**src/rtl/tri_raster_scanner_if.sv**
```systemverilog
// rtl/tri_raster_scanner_if.sv - handshake bundle between the raster scanner and its neighbours
// Purpose: groups the triangle input, query/result exchange, fragment output
//          and job-done strobe of tri_raster_scanner into one interface.
// Modports:
//   slave  - the scanner: takes tri_* and result_*, drives ready, query_*,
//            pixel_*, done (and the stats counters when SCAN_STATS_EN is defined)
//   master - the surrounding logic: the mirror image of slave
// Signals:
//   tri_valid_in, tri_{ax,ay,bx,by,cx,cy}_in   triangle offered by setup
//   ready_out                                  scanner idle, triangle taken on valid&ready
//   query_valid_out, query_{ax..cy}_out,
//   query_px_out, query_py_out                 point query to the in-triangle unit
//   result_valid_in, result_inside_in          verdict from the in-triangle unit
//   pixel_valid_out, pixel_x_out, pixel_y_out  covered-pixel fragment
//   done_out                                   job finished
//   tested_count_out, inside_count_out         SCAN_STATS_EN only
interface tri_raster_scanner_if #(
    parameter int SYS_BIT_WIDTH = 32
);
    logic                     tri_valid_in;
    logic [SYS_BIT_WIDTH-1:0] tri_ax_in;
    logic [SYS_BIT_WIDTH-1:0] tri_ay_in;
    logic [SYS_BIT_WIDTH-1:0] tri_bx_in;
    logic [SYS_BIT_WIDTH-1:0] tri_by_in;
    logic [SYS_BIT_WIDTH-1:0] tri_cx_in;
    logic [SYS_BIT_WIDTH-1:0] tri_cy_in;
    logic                     ready_out;
    logic                     query_valid_out;
    logic [SYS_BIT_WIDTH-1:0] query_ax_out;
    logic [SYS_BIT_WIDTH-1:0] query_ay_out;
    logic [SYS_BIT_WIDTH-1:0] query_bx_out;
    logic [SYS_BIT_WIDTH-1:0] query_by_out;
    logic [SYS_BIT_WIDTH-1:0] query_cx_out;
    logic [SYS_BIT_WIDTH-1:0] query_cy_out;
    logic [SYS_BIT_WIDTH-1:0] query_px_out;
    logic [SYS_BIT_WIDTH-1:0] query_py_out;
    logic                     result_valid_in;
    logic                     result_inside_in;
    logic                     pixel_valid_out;
    logic [SYS_BIT_WIDTH-1:0] pixel_x_out;
    logic [SYS_BIT_WIDTH-1:0] pixel_y_out;
    logic                     done_out;
`ifdef SCAN_STATS_EN
    logic [31:0]              tested_count_out;
    logic [31:0]              inside_count_out;
`endif

    modport slave (
        input  tri_valid_in, tri_ax_in, tri_ay_in, tri_bx_in, tri_by_in, tri_cx_in, tri_cy_in,
        input  result_valid_in, result_inside_in,
        output ready_out, query_valid_out,
        output query_ax_out, query_ay_out, query_bx_out, query_by_out, query_cx_out, query_cy_out,
        output query_px_out, query_py_out,
        output pixel_valid_out, pixel_x_out, pixel_y_out, done_out
`ifdef SCAN_STATS_EN
        , output tested_count_out, inside_count_out
`endif
    );

    modport master (
        output tri_valid_in, tri_ax_in, tri_ay_in, tri_bx_in, tri_by_in, tri_cx_in, tri_cy_in,
        output result_valid_in, result_inside_in,
        input  ready_out, query_valid_out,
        input  query_ax_out, query_ay_out, query_bx_out, query_by_out, query_cx_out, query_cy_out,
        input  query_px_out, query_py_out,
        input  pixel_valid_out, pixel_x_out, pixel_y_out, done_out
`ifdef SCAN_STATS_EN
        , input tested_count_out, inside_count_out
`endif
    );
endinterface

```
**src/rtl/tri_raster_scanner.sv**
```systemverilog
// rtl/tri_raster_scanner.sv - raster scan of a triangle's screen-clamped bounding box
// Purpose: accepts one triangle, walks its bounding box (clamped to the screen)
//          in raster order, issues one point query per pixel with a single
//          query outstanding, and emits each covered pixel as a fragment.
// Ports:
//   clk_in  - system clock
//   rst_in  - asynchronous active-high reset
//   bus     - tri_raster_scanner_if.slave (triangle in, query/result, fragments, done)
// Optional feature: SCAN_STATS_EN adds tested_count_out / inside_count_out.
module tri_raster_scanner #(
    parameter int SYS_BIT_WIDTH = 32,
    parameter int H_RES         = 320,
    parameter int V_RES         = 180
) (
    input  logic                 clk_in,
    input  logic                 rst_in,
    tri_raster_scanner_if.slave  bus
);
    localparam int W = SYS_BIT_WIDTH;
    localparam logic [W-1:0] X_LAST = W'(H_RES - 1);
    localparam logic [W-1:0] Y_LAST = W'(V_RES - 1);

    localparam logic [2:0] S_IDLE  = 3'd0;
    localparam logic [2:0] S_BBOX  = 3'd1;
    localparam logic [2:0] S_ISSUE = 3'd2;
    localparam logic [2:0] S_WAIT  = 3'd3;
    localparam logic [2:0] S_DONE  = 3'd4;

    logic [2:0]   state;
    logic [W-1:0] ax, ay, bx, by, cx, cy;
    logic [W-1:0] min_x, max_x, min_y, max_y;
    logic [W-1:0] x, y;
    logic [W-1:0] pix_x, pix_y;
    logic         pix_valid;
    logic         done_q;
    logic         ready;

    function automatic logic [W-1:0] min3(input logic [W-1:0] a, b, c);
        logic [W-1:0] m;
        m = (a < b) ? a : b;
        return (m < c) ? m : c;
    endfunction

    function automatic logic [W-1:0] max3(input logic [W-1:0] a, b, c);
        logic [W-1:0] m;
        m = (a > b) ? a : b;
        return (m > c) ? m : c;
    endfunction

    logic [W-1:0] bb_min_x, bb_min_y, bb_max_x_raw, bb_max_y_raw;
    assign bb_min_x     = min3(ax, bx, cx);
    assign bb_min_y     = min3(ay, by, cy);
    assign bb_max_x_raw = max3(ax, bx, cx);
    assign bb_max_y_raw = max3(ay, by, cy);

    // done_out is registered off the DONE state so that it trails the last
    // fragment by one cycle; ready stays low during that strobe so a held
    // tri_valid_in is only taken the cycle after done_out.
    assign ready = (state == S_IDLE) && !done_q;

    always_ff @(posedge clk_in or posedge rst_in) begin
        if (rst_in) begin
            state     <= S_IDLE;
            ax        <= '0;
            ay        <= '0;
            bx        <= '0;
            by        <= '0;
            cx        <= '0;
            cy        <= '0;
            min_x     <= '0;
            max_x     <= '0;
            min_y     <= '0;
            max_y     <= '0;
            x         <= '0;
            y         <= '0;
            pix_x     <= '0;
            pix_y     <= '0;
            pix_valid <= 1'b0;
            done_q    <= 1'b0;
        end else begin
            pix_valid <= 1'b0;
            done_q    <= (state == S_DONE);
            case (state)
                S_IDLE: begin
                    if (bus.tri_valid_in && ready) begin
                        ax    <= bus.tri_ax_in;
                        ay    <= bus.tri_ay_in;
                        bx    <= bus.tri_bx_in;
                        by    <= bus.tri_by_in;
                        cx    <= bus.tri_cx_in;
                        cy    <= bus.tri_cy_in;
                        state <= S_BBOX;
                    end
                end
                S_BBOX: begin
                    min_x <= bb_min_x;
                    min_y <= bb_min_y;
                    max_x <= (bb_max_x_raw > X_LAST) ? X_LAST : bb_max_x_raw;
                    max_y <= (bb_max_y_raw > Y_LAST) ? Y_LAST : bb_max_y_raw;
                    if (bb_min_x > X_LAST || bb_min_y > Y_LAST) begin
                        state <= S_DONE;
                    end else begin
                        x     <= bb_min_x;
                        y     <= bb_min_y;
                        state <= S_ISSUE;
                    end
                end
                S_ISSUE: begin
                    state <= S_WAIT;
                end
                S_WAIT: begin
                    if (bus.result_valid_in) begin
                        if (bus.result_inside_in) begin
                            pix_valid <= 1'b1;
                            pix_x     <= x;
                            pix_y     <= y;
                        end
                        if (x < max_x) begin
                            x     <= x + 1'b1;
                            state <= S_ISSUE;
                        end else begin
                            x <= min_x;
                            if (y == max_y) begin
                                state <= S_DONE;
                            end else begin
                                y     <= y + 1'b1;
                                state <= S_ISSUE;
                            end
                        end
                    end
                end
                S_DONE: begin
                    state <= S_IDLE;
                end
                default: begin
                    state <= S_IDLE;
                end
            endcase
        end
    end

`ifdef SCAN_STATS_EN
    logic [31:0] tested_cnt, inside_cnt;

    always_ff @(posedge clk_in or posedge rst_in) begin
        if (rst_in) begin
            tested_cnt <= '0;
            inside_cnt <= '0;
        end else if (state == S_IDLE && bus.tri_valid_in && ready) begin
            tested_cnt <= '0;
            inside_cnt <= '0;
        end else if (state == S_WAIT && bus.result_valid_in) begin
            if (tested_cnt != 32'hFFFF_FFFF) begin
                tested_cnt <= tested_cnt + 32'd1;
            end
            if (bus.result_inside_in && inside_cnt != 32'hFFFF_FFFF) begin
                inside_cnt <= inside_cnt + 32'd1;
            end
        end
    end

    assign bus.tested_count_out = tested_cnt;
    assign bus.inside_count_out = inside_cnt;
`endif

    assign bus.ready_out       = ready;
    assign bus.query_valid_out = (state == S_ISSUE);
    assign bus.query_ax_out    = ax;
    assign bus.query_ay_out    = ay;
    assign bus.query_bx_out    = bx;
    assign bus.query_by_out    = by;
    assign bus.query_cx_out    = cx;
    assign bus.query_cy_out    = cy;
    assign bus.query_px_out    = x;
    assign bus.query_py_out    = y;
    assign bus.pixel_valid_out = pix_valid;
    assign bus.pixel_x_out     = pix_x;
    assign bus.pixel_y_out     = pix_y;
    assign bus.done_out        = done_q;
endmodule
```
**src/flat_wrapper.sv**
```systemverilog
// flat-port wrapper written by rule: the top's interface ports become plain ports
module tri_raster_scanner_flat 
#(
    parameter int SYS_BIT_WIDTH = 32,
    parameter int H_RES         = 320,
    parameter int V_RES         = 180
)
  (clk_in, rst_in, bus_tri_valid_in, bus_tri_ax_in, bus_tri_ay_in, bus_tri_bx_in, bus_tri_by_in, bus_tri_cx_in, bus_tri_cy_in, bus_result_valid_in, bus_result_inside_in, bus_ready_out, bus_query_valid_out, bus_query_ax_out, bus_query_ay_out, bus_query_bx_out, bus_query_by_out, bus_query_cx_out, bus_query_cy_out, bus_query_px_out, bus_query_py_out, bus_pixel_valid_out, bus_pixel_x_out, bus_pixel_y_out, bus_done_out);
  tri_raster_scanner_if #(.SYS_BIT_WIDTH(SYS_BIT_WIDTH)) bus_i ();
  input  logic clk_in;
  input  logic rst_in;
  input wire logic [$bits(bus_i.tri_valid_in)-1:0] bus_tri_valid_in;
  input wire logic [$bits(bus_i.tri_ax_in)-1:0] bus_tri_ax_in;
  input wire logic [$bits(bus_i.tri_ay_in)-1:0] bus_tri_ay_in;
  input wire logic [$bits(bus_i.tri_bx_in)-1:0] bus_tri_bx_in;
  input wire logic [$bits(bus_i.tri_by_in)-1:0] bus_tri_by_in;
  input wire logic [$bits(bus_i.tri_cx_in)-1:0] bus_tri_cx_in;
  input wire logic [$bits(bus_i.tri_cy_in)-1:0] bus_tri_cy_in;
  input wire logic [$bits(bus_i.result_valid_in)-1:0] bus_result_valid_in;
  input wire logic [$bits(bus_i.result_inside_in)-1:0] bus_result_inside_in;
  output wire logic [$bits(bus_i.ready_out)-1:0] bus_ready_out;
  output wire logic [$bits(bus_i.query_valid_out)-1:0] bus_query_valid_out;
  output wire logic [$bits(bus_i.query_ax_out)-1:0] bus_query_ax_out;
  output wire logic [$bits(bus_i.query_ay_out)-1:0] bus_query_ay_out;
  output wire logic [$bits(bus_i.query_bx_out)-1:0] bus_query_bx_out;
  output wire logic [$bits(bus_i.query_by_out)-1:0] bus_query_by_out;
  output wire logic [$bits(bus_i.query_cx_out)-1:0] bus_query_cx_out;
  output wire logic [$bits(bus_i.query_cy_out)-1:0] bus_query_cy_out;
  output wire logic [$bits(bus_i.query_px_out)-1:0] bus_query_px_out;
  output wire logic [$bits(bus_i.query_py_out)-1:0] bus_query_py_out;
  output wire logic [$bits(bus_i.pixel_valid_out)-1:0] bus_pixel_valid_out;
  output wire logic [$bits(bus_i.pixel_x_out)-1:0] bus_pixel_x_out;
  output wire logic [$bits(bus_i.pixel_y_out)-1:0] bus_pixel_y_out;
  output wire logic [$bits(bus_i.done_out)-1:0] bus_done_out;
  assign bus_i.tri_valid_in = bus_tri_valid_in;
  assign bus_i.tri_ax_in = bus_tri_ax_in;
  assign bus_i.tri_ay_in = bus_tri_ay_in;
  assign bus_i.tri_bx_in = bus_tri_bx_in;
  assign bus_i.tri_by_in = bus_tri_by_in;
  assign bus_i.tri_cx_in = bus_tri_cx_in;
  assign bus_i.tri_cy_in = bus_tri_cy_in;
  assign bus_i.result_valid_in = bus_result_valid_in;
  assign bus_i.result_inside_in = bus_result_inside_in;
  assign bus_ready_out = bus_i.ready_out;
  assign bus_query_valid_out = bus_i.query_valid_out;
  assign bus_query_ax_out = bus_i.query_ax_out;
  assign bus_query_ay_out = bus_i.query_ay_out;
  assign bus_query_bx_out = bus_i.query_bx_out;
  assign bus_query_by_out = bus_i.query_by_out;
  assign bus_query_cx_out = bus_i.query_cx_out;
  assign bus_query_cy_out = bus_i.query_cy_out;
  assign bus_query_px_out = bus_i.query_px_out;
  assign bus_query_py_out = bus_i.query_py_out;
  assign bus_pixel_valid_out = bus_i.pixel_valid_out;
  assign bus_pixel_x_out = bus_i.pixel_x_out;
  assign bus_pixel_y_out = bus_i.pixel_y_out;
  assign bus_done_out = bus_i.done_out;
  tri_raster_scanner #(.SYS_BIT_WIDTH(SYS_BIT_WIDTH), .H_RES(H_RES), .V_RES(V_RES)) u_core (.clk_in(clk_in), .rst_in(rst_in), .bus(bus_i));
endmodule
```
**config.mk**
```make
export PLATFORM = sky130hd
export DESIGN_NAME = tri_raster_scanner_flat
export DESIGN_NICKNAME = d
export VERILOG_FILES = /design/src/rtl/tri_raster_scanner_if.sv /design/src/rtl/tri_raster_scanner.sv /design/src/flat_wrapper.sv
export SDC_FILE = /design/constraint.sdc
export NUM_CORES = 1
export LEC_CHECK = 0
export CORE_ASPECT_RATIO = 1.5
export CORE_MARGIN = 1.5
export CORE_UTILIZATION = 57
export CTS_CLUSTER_DIAMETER = 80
export DETAILED_ROUTE_END_ITERATION = 10
export GPL_TIMING_DRIVEN = 0
export HOLD_SLACK_MARGIN = 0.05
export PLACE_DENSITY = 0.87
export RECOVER_POWER = 100
export SYNTH_ARGS = -nofsm -noshare
export SYNTH_HDL_FRONTEND = slang
export SYNTH_SLANG_ARGS = --single-unit
```
**constraint.sdc**
```tcl
create_clock -name clk_in -period 35.8 [get_ports clk_in]
set_clock_uncertainty 0.15 [all_clocks]
set_input_delay 5.37 -clock clk_in [delete_from_list [all_inputs] [get_ports clk_in]]
set_output_delay 5.37 -clock clk_in [all_outputs]
set_load 0.02 [all_outputs]
```
==> flow_summary.toml <==
[placement]
hpwl_mm = 74.14
gp_congestion = 1.013
place_inst = 3659
io_buffers = 520

[clock_network]
cts_sinks = 421
clock-root-buffer = "clkbuf_16"
htree_levels = 2
ctsResizeCount = 0
clk_latency_ns = 0.59
cts_tree = "yes"
hold_buffers = 0
clock_path_buffers = 3
clk_pin_slew_worst_paths_ns = 0.06
cts_inserted_buffers = 42
postCtsSetupBuffers = 0

[worst_setup_path]
cp_max_fo = 114
r2r_slack_ns = 27.83
crit_path_start_kind = "primary input"
path_class = "in2async"
crit-reg2reg-launch = "u_core.bus.query_bx_out[5]$_DFFE_PP0P_"
crit_arrival_ns = 16.53
setup.worst_path.end_class = "asynchronous set/reset pin"
r2r_end = "u_core.bus.query_py_out[10]$_DFFE_PP0P_"
critPathRequiredTime_ns = 34.88
rr_worst_depth = 22

[final_layout]
drive_gt1_share_pct = 13.39
layout_common_cells = "dfrtp_1, mux2_2, dlygate4sd3_1, ha_1, clkdlybuf4s50_1"
fin_util_pct = 74.57
finalNetCount = 3547
stdcell_count = 3738
fillers = 3139
multi_input_area_um2 = 13860
area_growth_pct = 28.50
final_common_cell = "dfrtp_1"
register_area_um2 = 10540

[routing]
wl_mm = 96.24
drt_pre_antenna_iters = 6
drt_iter0_drc = 2038
wl_per_cell_um = 25.75
drc_errors = 0
via_per_inst = 6.360
route.vias.total = 23770
ant_nets = 0

[run_status]
failed_checks = "max-capacitance violations, max-slew violations"
run_status = "finished with violations"

[floorplan]
start_util_pct = 58.03
die-width_um = 176.0
die_area_um2 = 46210
pin_count = 521
rows = 94
die_h_um = 262.5
core_area_um2 = 44100

[worst_hold_path]
min_from = "u_core.min_x[18]$_DFFE_PP0P_"
hold_class = "reg2reg"
min_to = "u_core.min_x[18]$_DFFE_PP0P_"
hold_depth = 2

[logic_synthesis]
yosys_warnings = 0
avgSynthCellArea_um2 = 9.998
netlist_area_um2 = 25590
async_flop_share_pct = 100.0
synth_edf_count = 0
synth_cell_types = 69
ys.flop_type = "dfrtp_1"
synth_seq_cells = 421
syn-num-nets = 2980
seq_area_frac_synth_pct = 41.16
synth_cells = 2560

[global_routing]
grt_pass1_vias = 24770
grt_first_pass_wirelength_mm = 145.2
grt_start_max_net_pins = 123
antenna_found_initial = 7
track_usage_pct = 41.62
grt_overflow = 0

[timing]
final_hold_viol_count = 0
hold-worst-slack_ns = 0.3312
finalMaxSlewViolations = 428
fin_crit_ns = 17.45
period_share_pct = 48.75
rsz0062_at_grt = "false"
slew_headroom_pct = -323.7
worstMarginPinSlew_ns = 6.356
setup_tns_ns = 0
fmax_ghz = 0.05730
setup_viol = 0

[job]
maxCapViolations = 4
-- critical path, cell delays in order --
cell and delay, ns:
dlygate4sd3_1 0.57, clkinvlp_2 2.27, clkbuf_1 3.67, clkbuf_1 4.40
-- stage by stage --
stage	worst slack [ns]	area, um^2
global placement	14.39	31520
detailed placement	27.25	31610
CTS	27.76	33020
global route	16.16	32890
finish	18.35	32890
floorplan	18.56	25590
-- worst max-delay path by stage --
stage / cells after the start / start / slack (ns) / endpoint
detailed placement: 5 / bus_tri_valid_in / 27.25 / u_core.bus.query_bx_out[31]$_DFFE_PP0P_
CTS: 3 / u_core.state[1]$_DFFE_PP0P_ / 27.76 / bus_ready_out
global placement: 2 / rst_in / 14.39 / u_core.bus.query_ax_out[21]$_DFFE_PP0P_
global route: 4 / rst_in / 16.16 / u_core.bus.query_ay_out[9]$_DFFE_PP0P_
floorplan: 1 / rst_in / 18.56 / u_core.bus.done_out$_DFF_PP0_
finish: 4 / rst_in / 18.35 / u_core.bus.query_by_out[17]$_DFFE_PP0P_
-- cell type report --
class	count	share of cell area (%)
Sequential cell	421	32.03
Tap cell	576	2.191
Clock inverter	21	0.7380
Multi-Input combinational cell	1839	42.15
Inverter	184	2.104
Buffer	116	1.347
Antenna cell	3	0.02283
Clock buffer	55	3.557
Timing Repair Buffer	523	15.86
-- cells in the mapped netlist (3+ instances only) --
| library cell | instances | area share, % |
|---|---|---|
| a32oi_1 | 3 | 0.10 |
| nor2b_1 | 34 | 0.83 |
| inv_1 | 184 | 2.7 |
| mux2i_1 | 33 | 1.3 |
| buf_6 | 4 | 0.18 |
| and4_1 | 4 | 0.14 |
| or3_1 | 3 | 0.073 |
| o21ai_1 | 4 | 0.078 |
| and2_1 | 3 | 0.073 |
| a22oi_1 | 3 | 0.088 |
| o22ai_1 | 6 | 0.15 |
| a21o_1 | 30 | 0.88 |
| o21a_1 | 14 | 0.41 |
| nor3_1 | 51 | 1.0 |
| o2111ai_1 | 3 | 0.10 |
| xor2_1 | 34 | 1.2 |
| a31oi_1 | 14 | 0.34 |
| dfrtp_1 | 421 | 41 |
| a211o_1 | 3 | 0.10 |
| nand3_1 | 49 | 0.96 |
| o22a_1 | 15 | 0.51 |
| and3_1 | 28 | 0.68 |
| nand2b_1 | 20 | 0.49 |
| a211oi_1 | 24 | 0.70 |
| o31a_1 | 5 | 0.17 |
| o31ai_1 | 4 | 0.12 |
| buf_1 | 10 | 0.15 |
| ha_1 | 223 | 11 |
| a21oi_1 | 161 | 3.1 |
| buf_2 | 6 | 0.12 |
| xnor2_1 | 28 | 0.96 |
| a31o_2 | 3 | 0.10 |
| mux2_2 | 345 | 15 |
| a221oi_1 | 6 | 0.21 |
| clkbuf_1 | 95 | 1.4 |
| a221o_1 | 6 | 0.23 |
| nand2_1 | 192 | 2.8 |
| nand4_1 | 53 | 1.3 |
| o211ai_1 | 23 | 0.67 |
| nor4_1 | 53 | 1.3 |
| o32a_1 | 8 | 0.31 |
| nor2_1 | 149 | 2.2 |
| o21ai_0 | 172 | 3.4 |
-- logic make-up after synthesis --
family          synth area share (%)
compound gates                 12.56
xor+xnor                       2.122
fa+ha+maj                      10.90
buf+inv                        4.561
flops                          41.16
mux                            16.47
simple gates                   12.22
-- layer usage --
metal | vias to the layer above | track usage, % | wire length, um
met3 | 468 | 6.250 | 6831
met1 | 11530 | 45.52 | 32980
met4 | 8 | 34.79 | 9708
met2 | 1430 | 70.69 | 46680
met5 | - | 0 | 48
li1 | 10340 | - | -
-- registers in the layout (all words and copies together), names as in the netlist --
register / flops
u_core.bus.pixel_x_out: 32
u_core.bus.query_ay_out: 32
u_core.bus.pixel_valid_out: 1
u_core.max_x: 32
u_core.state: 3
u_core.bus.query_py_out: 32
u_core.bus.query_by_out: 32
u_core.min_x: 32
u_core.bus.query_cx_out: 32
u_core.bus.query_bx_out: 32
u_core.bus.query_ax_out: 32
u_core.bus.query_px_out: 32
u_core.bus.done_out: 1
u_core.bus.query_cy_out: 32
u_core.bus.pixel_y_out: 32
u_core.max_y: 32
Power is not shown: default switching activity piles up to over one toggle a cycle in this logic, so the estimate is an artifact.
